$ cat src/rtl/multi_timer_if.sv
// Request/response bus between the data-memory request port and the multi_timer peripheral.
// The master issues one request per cycle. The slave answers one cycle later.
interface multi_timer_if #(
    parameter int ADDR_W      = 32,
    parameter int WORD_W      = 32,
    parameter int MEM_COUNT_W = 2,
    parameter int MEM_CODE_W  = 2
);
    logic [ADDR_W-1:0]      i_req_addr;
    logic [WORD_W-1:0]      i_req_wr_data;
    logic                   i_req_wr_en;
    logic [MEM_COUNT_W-1:0] i_req_count;
    logic [WORD_W-1:0]      o_res_rd_data;
    logic [MEM_CODE_W-1:0]  o_res_code;

    modport master (
        output i_req_addr, i_req_wr_data, i_req_wr_en, i_req_count,
        input  o_res_rd_data, o_res_code
    );

    modport slave (
        input  i_req_addr, i_req_wr_data, i_req_wr_en, i_req_count,
        output o_res_rd_data, o_res_code
    );
endinterface

$ cat src/rtl/multi_timer.sv
// Memory-mapped multi-channel timer with per-channel compare, one-shot/periodic modes and an aggregated IRQ.
// Optional per-channel 8-bit prescaler is compiled in when TIMER_PRESCALER_EN is defined.
module multi_timer #(
    parameter logic [31:0] ADDR_START = 32'h0,
    parameter int          CHANNELS   = 2
) (
    input  logic         clk,
    input  logic         aresetn,
    multi_timer_if.slave bus,
    output logic         o_irq
);
    localparam int ADDR_W     = 32;
    localparam int WORD_W     = 32;
    localparam int MEM_CODE_W = 2;
    localparam int CH_W       = (CHANNELS > 1) ? $clog2(CHANNELS) : 1;

    localparam logic [1:0] MEM_COUNT_NONE = 2'd0;
    localparam logic [1:0] MEM_COUNT_BYTE = 2'd1;
    localparam logic [1:0] MEM_COUNT_HALF = 2'd2;
    localparam logic [1:0] MEM_COUNT_WORD = 2'd3;

    localparam logic [MEM_CODE_W-1:0] MEM_CODE_NONE          = 2'd0;
    localparam logic [MEM_CODE_W-1:0] MEM_CODE_OK            = 2'd1;
    localparam logic [MEM_CODE_W-1:0] MEM_CODE_MISALIGNED    = 2'd2;
    localparam logic [MEM_CODE_W-1:0] MEM_CODE_OUT_OF_BOUNDS = 2'd3;

    localparam logic [1:0] REG_CTRL   = 2'd0;
    localparam logic [1:0] REG_COUNT  = 2'd1;
    localparam logic [1:0] REG_CMP    = 2'd2;
    localparam logic [1:0] REG_STATUS = 2'd3;

    localparam logic [ADDR_W-1:0] WIN_BYTES = ADDR_W'(CHANNELS * 16);

    logic [ADDR_W-1:0]     w_off;
    logic [CH_W-1:0]       w_ch;
    logic [1:0]            w_reg;
    logic [1:0]            w_byte;
    logic                  w_in_win;
    logic                  w_misaligned;
    logic [MEM_CODE_W-1:0] w_code;
    logic [3:0]            w_lanes;
    logic [WORD_W-1:0]     w_size_mask;
    logic [WORD_W-1:0]     w_wdata;
    logic [WORD_W-1:0]     w_sel_word;
    logic [WORD_W-1:0]     w_rd_data;
    logic                  w_wr_ok;
    logic [CHANNELS-1:0]   w_hit;
    logic [CHANNELS-1:0]   w_wr_ctrl;
    logic [CHANNELS-1:0]   w_wr_count;
    logic [CHANNELS-1:0]   w_wr_cmp;
    logic [CHANNELS-1:0]   w_wr_status;
    logic [CHANNELS-1:0]   w_tick;
    logic [CHANNELS-1:0]   w_at_cmp;

    logic [CHANNELS-1:0]   r_en;
    logic [CHANNELS-1:0]   r_periodic;
    logic [CHANNELS-1:0]   r_irq_en;
    logic [CHANNELS-1:0]   r_match;
    logic [WORD_W-1:0]     r_count [CHANNELS];
    logic [WORD_W-1:0]     r_cmp   [CHANNELS];
    logic [WORD_W-1:0]     r_rd_data;
    logic [MEM_CODE_W-1:0] r_code;
`ifdef TIMER_PRESCALER_EN
    logic [7:0]            r_prescale [CHANNELS];
    logic [7:0]            r_psc_cnt  [CHANNELS];
`endif

    function automatic logic [WORD_W-1:0] merge_lanes(
        input logic [WORD_W-1:0] old_val,
        input logic [WORD_W-1:0] new_val,
        input logic [3:0]        lanes
    );
        logic [WORD_W-1:0] res;
        res = old_val;
        for (int b = 0; b < 4; b++) begin
            if (lanes[b]) res[8*b +: 8] = new_val[8*b +: 8];
        end
        return res;
    endfunction

    // Addresses below ADDR_START wrap to a huge offset, so one compare covers both window edges.
    always_comb begin
        w_off        = bus.i_req_addr - ADDR_START;
        w_in_win     = (w_off < WIN_BYTES);
        w_ch         = w_off[4 +: CH_W];
        w_reg        = w_off[3:2];
        w_byte       = w_off[1:0];
        w_misaligned = ((bus.i_req_count == MEM_COUNT_WORD) && (w_byte != 2'd0)) ||
                       ((bus.i_req_count == MEM_COUNT_HALF) && w_byte[0]);

        if (bus.i_req_count == MEM_COUNT_NONE) w_code = MEM_CODE_NONE;
        else if (!w_in_win)                    w_code = MEM_CODE_OUT_OF_BOUNDS;
        else if (w_misaligned)                 w_code = MEM_CODE_MISALIGNED;
        else                                   w_code = MEM_CODE_OK;

        w_lanes     = 4'b0000;
        w_size_mask = '0;
        case (bus.i_req_count)
            MEM_COUNT_BYTE: begin
                w_lanes     = 4'b0001 << w_byte;
                w_size_mask = 32'h0000_00FF;
            end
            MEM_COUNT_HALF: begin
                w_lanes     = 4'b0011 << w_byte;
                w_size_mask = 32'h0000_FFFF;
            end
            MEM_COUNT_WORD: begin
                w_lanes     = 4'b1111;
                w_size_mask = 32'hFFFF_FFFF;
            end
            default: ;
        endcase

        w_wdata = bus.i_req_wr_data << {w_byte, 3'b000};
        w_wr_ok = (w_code == MEM_CODE_OK) && bus.i_req_wr_en;
    end

    always_comb begin
        w_hit       = '0;
        w_wr_ctrl   = '0;
        w_wr_count  = '0;
        w_wr_cmp    = '0;
        w_wr_status = '0;
        w_sel_word  = '0;
        for (int c = 0; c < CHANNELS; c++) begin
            w_hit[c]       = w_in_win && (w_ch == CH_W'(c));
            w_wr_ctrl[c]   = w_wr_ok && w_hit[c] && (w_reg == REG_CTRL);
            w_wr_count[c]  = w_wr_ok && w_hit[c] && (w_reg == REG_COUNT);
            w_wr_cmp[c]    = w_wr_ok && w_hit[c] && (w_reg == REG_CMP);
            w_wr_status[c] = w_wr_ok && w_hit[c] && (w_reg == REG_STATUS);
            if (w_hit[c]) begin
                case (w_reg)
`ifdef TIMER_PRESCALER_EN
                    REG_CTRL:  w_sel_word = {16'h0, r_prescale[c], 5'h0,
                                             r_irq_en[c], r_periodic[c], r_en[c]};
`else
                    REG_CTRL:  w_sel_word = {16'h0, 8'h0, 5'h0,
                                             r_irq_en[c], r_periodic[c], r_en[c]};
`endif
                    REG_COUNT: w_sel_word = r_count[c];
                    REG_CMP:   w_sel_word = r_cmp[c];
                    default:   w_sel_word = {31'h0, r_match[c]};
                endcase
            end
        end
        w_rd_data = (w_sel_word >> {w_byte, 3'b000}) & w_size_mask;
    end

    always_comb begin
        w_tick   = '0;
        w_at_cmp = '0;
        for (int c = 0; c < CHANNELS; c++) begin
            w_at_cmp[c] = (r_count[c] == r_cmp[c]);
`ifdef TIMER_PRESCALER_EN
            w_tick[c]   = r_en[c] && (r_psc_cnt[c] == r_prescale[c]);
`else
            w_tick[c]   = r_en[c];
`endif
        end
    end

    // Write responses carry zero data; only OK reads return register contents.
    always_ff @(posedge clk or negedge aresetn) begin
        if (!aresetn) begin
            r_rd_data <= '0;
            r_code    <= MEM_CODE_NONE;
        end else begin
            r_code    <= w_code;
            r_rd_data <= ((w_code == MEM_CODE_OK) && !bus.i_req_wr_en) ? w_rd_data : '0;
        end
    end

    // Bus writes are applied after the hardware update so they win any same-cycle conflict,
    // except MATCH where the hardware set has priority over the W1C clear.
    always_ff @(posedge clk or negedge aresetn) begin
        if (!aresetn) begin
            r_en       <= '0;
            r_periodic <= '0;
            r_irq_en   <= '0;
            r_match    <= '0;
            for (int c = 0; c < CHANNELS; c++) begin
                r_count[c]    <= '0;
                r_cmp[c]      <= '0;
`ifdef TIMER_PRESCALER_EN
                r_prescale[c] <= '0;
                r_psc_cnt[c]  <= '0;
`endif
            end
        end else begin
            for (int c = 0; c < CHANNELS; c++) begin
                if (w_wr_count[c]) begin
                    r_count[c] <= merge_lanes(r_count[c], w_wdata, w_lanes);
                end else if (w_tick[c]) begin
                    if (!w_at_cmp[c])      r_count[c] <= r_count[c] + 1'b1;
                    else if (r_periodic[c]) r_count[c] <= '0;
                end

                if (w_tick[c] && w_at_cmp[c]) begin
                    r_match[c] <= 1'b1;
                end else if (w_wr_status[c] && w_lanes[0] && w_wdata[0]) begin
                    r_match[c] <= 1'b0;
                end

                if (w_wr_ctrl[c] && w_lanes[0]) begin
                    r_en[c]       <= w_wdata[0];
                    r_periodic[c] <= w_wdata[1];
                    r_irq_en[c]   <= w_wdata[2];
                end else if (w_tick[c] && w_at_cmp[c] && !r_periodic[c]) begin
                    r_en[c] <= 1'b0;
                end

                if (w_wr_cmp[c]) begin
                    r_cmp[c] <= merge_lanes(r_cmp[c], w_wdata, w_lanes);
                end

`ifdef TIMER_PRESCALER_EN
                if (w_wr_ctrl[c] && w_lanes[1]) begin
                    r_prescale[c] <= w_wdata[15:8];
                end
                if (r_en[c]) begin
                    r_psc_cnt[c] <= (r_psc_cnt[c] == r_prescale[c]) ? 8'h00 : r_psc_cnt[c] + 8'h01;
                end
`endif
            end
        end
    end

    assign bus.o_res_rd_data = r_rd_data;
    assign bus.o_res_code    = r_code;
    assign o_irq             = |(r_match & r_irq_en);
endmodule

$ cat src/flat_wrapper.sv
// flat-port wrapper written by rule: the top's interface ports become plain ports
module multi_timer_flat 
#(
    parameter logic [31:0] ADDR_START = 32'h0,
    parameter int          CHANNELS   = 2
)
  (clk, aresetn, o_irq, bus_i_req_addr, bus_i_req_wr_data, bus_i_req_wr_en, bus_i_req_count, bus_o_res_rd_data, bus_o_res_code);
  multi_timer_if bus_i ();
  input  logic clk;
  input  logic aresetn;
  output logic o_irq;
  input wire logic [$bits(bus_i.i_req_addr)-1:0] bus_i_req_addr;
  input wire logic [$bits(bus_i.i_req_wr_data)-1:0] bus_i_req_wr_data;
  input wire logic [$bits(bus_i.i_req_wr_en)-1:0] bus_i_req_wr_en;
  input wire logic [$bits(bus_i.i_req_count)-1:0] bus_i_req_count;
  output wire logic [$bits(bus_i.o_res_rd_data)-1:0] bus_o_res_rd_data;
  output wire logic [$bits(bus_i.o_res_code)-1:0] bus_o_res_code;
  assign bus_i.i_req_addr = bus_i_req_addr;
  assign bus_i.i_req_wr_data = bus_i_req_wr_data;
  assign bus_i.i_req_wr_en = bus_i_req_wr_en;
  assign bus_i.i_req_count = bus_i_req_count;
  assign bus_o_res_rd_data = bus_i.o_res_rd_data;
  assign bus_o_res_code = bus_i.o_res_code;
  multi_timer #(.ADDR_START(ADDR_START), .CHANNELS(CHANNELS)) u_core (.clk(clk), .aresetn(aresetn), .bus(bus_i), .o_irq(o_irq));
endmodule
$ cat config.mk
export PLATFORM = sky130hd
export DESIGN_NAME = multi_timer_flat
export DESIGN_NICKNAME = d
export VERILOG_FILES = /design/src/rtl/multi_timer_if.sv /design/src/rtl/multi_timer.sv /design/src/flat_wrapper.sv
export SDC_FILE = /design/constraint.sdc
export NUM_CORES = 1
export LEC_CHECK = 0
export ABC_AREA = 1
export CAP_MARGIN = 10
export CORE_UTILIZATION = 28
export DETAILED_ROUTE_END_ITERATION = 8
export SYNTH_ARGS = -nofsm -noshare
export SYNTH_HDL_FRONTEND = slang
export SYNTH_SLANG_ARGS = --single-unit
export TNS_END_PERCENT = 50
$ cat constraint.sdc
create_clock -name clk -period 2.3 [get_ports clk]
set_input_delay 0.345 -clock clk [delete_from_list [all_inputs] [get_ports clk]]
set_output_delay 0.345 -clock clk [all_outputs]
set_load 0.05 [all_outputs]
==> impl_metrics.tcl <==
set metrics [dict create \
    run_status "finished, final reports clean" \
    antenna_found_initial 0 \
    antenna_left 0 \
    pwr-share-seq_pct 43.5 \
    path_cells "a22o_1 > clkdlybuf4s50_1" \
    ys_seq_area_share_pct 33.8 \
    mostFrequentLayoutCells "nand2_1, nor2_1, buf_4, inv_1, dfrtp_1" \
    synth_seq_cells 170 \
    grt_use_met2_pct 36.3 \
    cp_top_family "buffers and inverters" \
    grt_overflow 0 \
    htree_levels 4 \
    syn_to_final_growth_pct 31.7 \
    layoutNonFillerInstCount 2856 \
    crit_buf_inv 1 \
    first_pass_iters 6 \
    grtUsageMet1_pct 33.0 \
    rsz0062_at_grt "yes" \
    num_vias 14100 \
    clockPowerShare_pct 43.3 \
    min_period_over_period_pct 96.7 \
    drt_iter0_markers 1529 \
    top_usage_layer "met2" \
    dp.cells 2822 \
    io_buffer_count 103 \
    place_congestion 0.974 \
    layout_commonest_cell "nand2_1" \
    drv_slew 0 \
    power_switching_share_pct 29.7 \
    critPathKind "register to output pin" \
    grt_pass1_vias 13400 \
    nFillCells 4799 \
    min_period_ns 2.22 \
    io_pins 104 \
    syn_area_sq_um 12600 \
    numClockSinks 170 \
    p_comb_share_pct 13.2 \
    drt-total-wl_microns 54300 \
    ys_warn_count 0 \
    skew_ns 0.0143 \
    crit_path_max_incr_delay_ns 0.81 \
    critical_path_arrival_ns 1.88 \
    hold_viol 0 \
    start_util_pct 28.4 \
    synth_nets 2058 \
    clock_latency_ns 0.47 \
    crit_start "u_core.r_irq_en[1]" \
    dpl.hpwl_microns 43900 \
    worst_pin_slew_ns 0.902 \
    drive_gt1_share_pct 14.8 \
    path_max_fanout 3 \
    grt_max_degree 66 \
    setup_viol 0 \
    grt_pass1_wl_microns 82400 \
    die_h_microns 214 \
    crit_path_end_kind "output pin" \
    hold_class "input port to asynchronous set/reset pin" \
    grtUsageMet3_pct 4.27 \
    crit_slowest_cell "clkdlybuf4s50_1" \
    routed_via_density 4.95 \
    cts-buffers-inserted 17 \
    worstSetupStartpointType "register" \
    switching_power_w 0.00204 \
    nets 2324 \
    post_synth_num_cell_types 43 \
    clk_pin_slew_ns 0.08 \
    syn_area_per_cell_sq_um 6.35 \
    clock-root-buffer "clkbuf_16" \
    max_freq_ghz 0.450 \
    cp_data_required_time_ns 1.96 \
    core_sq_um 44300 \
    dieArea_sq_um 45900 \
    cts_buffer_depth 2 \
    utilization_pct 37.5 \
    max-slew-margin-rel_pct 39.6 \
    cellLeakagePower_nw 7.80 \
    r2r-start "u_core.r_count[41]" \
    netlist_instances 1984 \
    drc 0 \
    rows 77 \
    die_x_microns 214 \
    grt.total_usage_pct 23.7 \
    route.detailed.wl_per_inst_microns 19.0 \
    p_per_area_nw_per_um2 414 \
    vdd_drop_max_mv 0.366 \
    internal-power_w 0.00483 \
    tritoncts "yes" \
    maxCapViolations 0 \
]
## per-layer routing
metal	up-vias	share of wire (%)
li1	6763	-
met1	6652	45
met2	622	43
met3	100	8.3
met4	0	3.6
met5	-	0
## power groups by stage
stage	logic [W]	clock network (W)	registers, W
floorplan	0.000273	0	0.00306
detailed placement	0.000891	0	0.00305
finish	0.000907	0.00298	0.00299
global placement	0.000890	0	0.00305
global route	0.000954	0.00314	0.00299
CTS	0.000894	0.00303	0.00299
## what timing repair did
item	in CTS	in global routing
endpoints found under the hold margin	14	0
hold buffers	1	0
gates resized for setup	0	7
endpoints found under the setup margin	0	39
buffers inserted	0	0
## final timing paths
check	depth (start not counted)	end	slack (ns)
max in group asynchronous	3	u_core.r_count[32]	1.33
hold reg to reg	2	u_core.r_periodic[1]	0.49
setup / recovery	2	o_irq	0.08
hold / removal	2	u_core.r_cmp[0]	0.29
setup reg to reg	14	u_core.r_count[56]	0.12
min in group clk	2	u_core.r_periodic[1]	0.49
## sequential cells by signal (all words and copies together), names as in the netlist
name,flops
u_core.r_periodic,2
u_core.r_en,2
u_core.r_irq_en,2
u_core.r_cmp,64
u_core.bus.o_res_rd_data,32
u_core.r_match,2
u_core.bus.o_res_code,2
u_core.r_count,64
## area by class of cell
class | instances | area [sq um] | area share (%)
inverter | 194 | 731 | 4.40
sequential | 170 | 4260 | 25.6
tap | 592 | 741 | 4.46
clock buffer | 18 | 439 | 2.65
clock inverter | 14 | 148 | 0.889
antenna | 1 | 2.50 | 0.0151
multi-input combinational | 1536 | 7200 | 43.4
timing repair buffer | 331 | 3080 | 18.6
## per-stage QoR
step | TNS, ns | area, sq um | hold slack, ns | total power, W | worst slack [ns]
after floorplan | 0 | 12600 | 0.0494 | 0.00333 | 0.385
after global placement | -34.96 | 16000 | 0.198 | 0.00394 | -0.332
after detailed placement | -41.92 | 16000 | 0.198 | 0.00394 | -0.367
after CTS | 0 | 16600 | 0.279 | 0.00691 | 0.0602
after global routing | -0.0366 | 16600 | 0.295 | 0.00708 | -0.0234
final | 0 | 16600 | 0.289 | 0.00687 | 0.0769
## cell families (layout without fill, tap and decap cells)
family,after synthesis,after routing,synth area share (%)
and+or+nand+nor,1249,1249,41.8
buffers and inverters,278,557,9.21
AOI/OAI and AO/OA,203,203,9.30
DFF,170,170,33.8
xor gates and xnor gates,79,79,5.49
adders and majority gates,5,5,0.496
other,0,1,0
## cells in the mapped netlist
cell type | number | area share [%]
nor2_1 | 213 | 6.3
nand3_2 | 11 | 0.87
clkinv_1 | 1 | 0.030
o22ai_1 | 31 | 1.5
nand2_1 | 810 | 24
dfrtp_1 | 170 | 34
nand4_1 | 9 | 0.45
o2111ai_1 | 1 | 0.069
o211ai_1 | 18 | 1.1
nor2_8 | 1 | 0.16
a22o_1 | 3 | 0.21
nand3_1 | 135 | 5.4
nand2_4 | 11 | 0.98
nor3b_1 | 2 | 0.12
a21oi_1 | 24 | 0.95
nor3_2 | 1 | 0.079
o21ai_1 | 67 | 2.7
inv_1 | 176 | 5.2
xor2_1 | 36 | 2.5
nand2_2 | 3 | 0.15
nor2_2 | 1 | 0.050
o221ai_1 | 11 | 0.76
buf_4 | 7 | 0.42
o21ai_2 | 1 | 0.069
nor3_1 | 26 | 1.0
nand3_4 | 2 | 0.28
xnor2_1 | 43 | 3.0
clkbuf_1 | 37 | 1.1
a211oi_1 | 2 | 0.12
nand4_4 | 1 | 0.17
buf_2 | 29 | 1.2
a31oi_1 | 2 | 0.099
o31ai_1 | 2 | 0.12
nor2_4 | 11 | 0.98
o21ai_0 | 41 | 1.6
ha_1 | 5 | 0.50
and2_1 | 2 | 0.099
or2_2 | 9 | 0.45
inv_2 | 17 | 0.51
buf_6 | 7 | 0.63
clkbuf_2 | 2 | 0.079
nand3b_1 | 1 | 0.060
buf_1 | 2 | 0.060
Power figures use the tool's default switching activity.
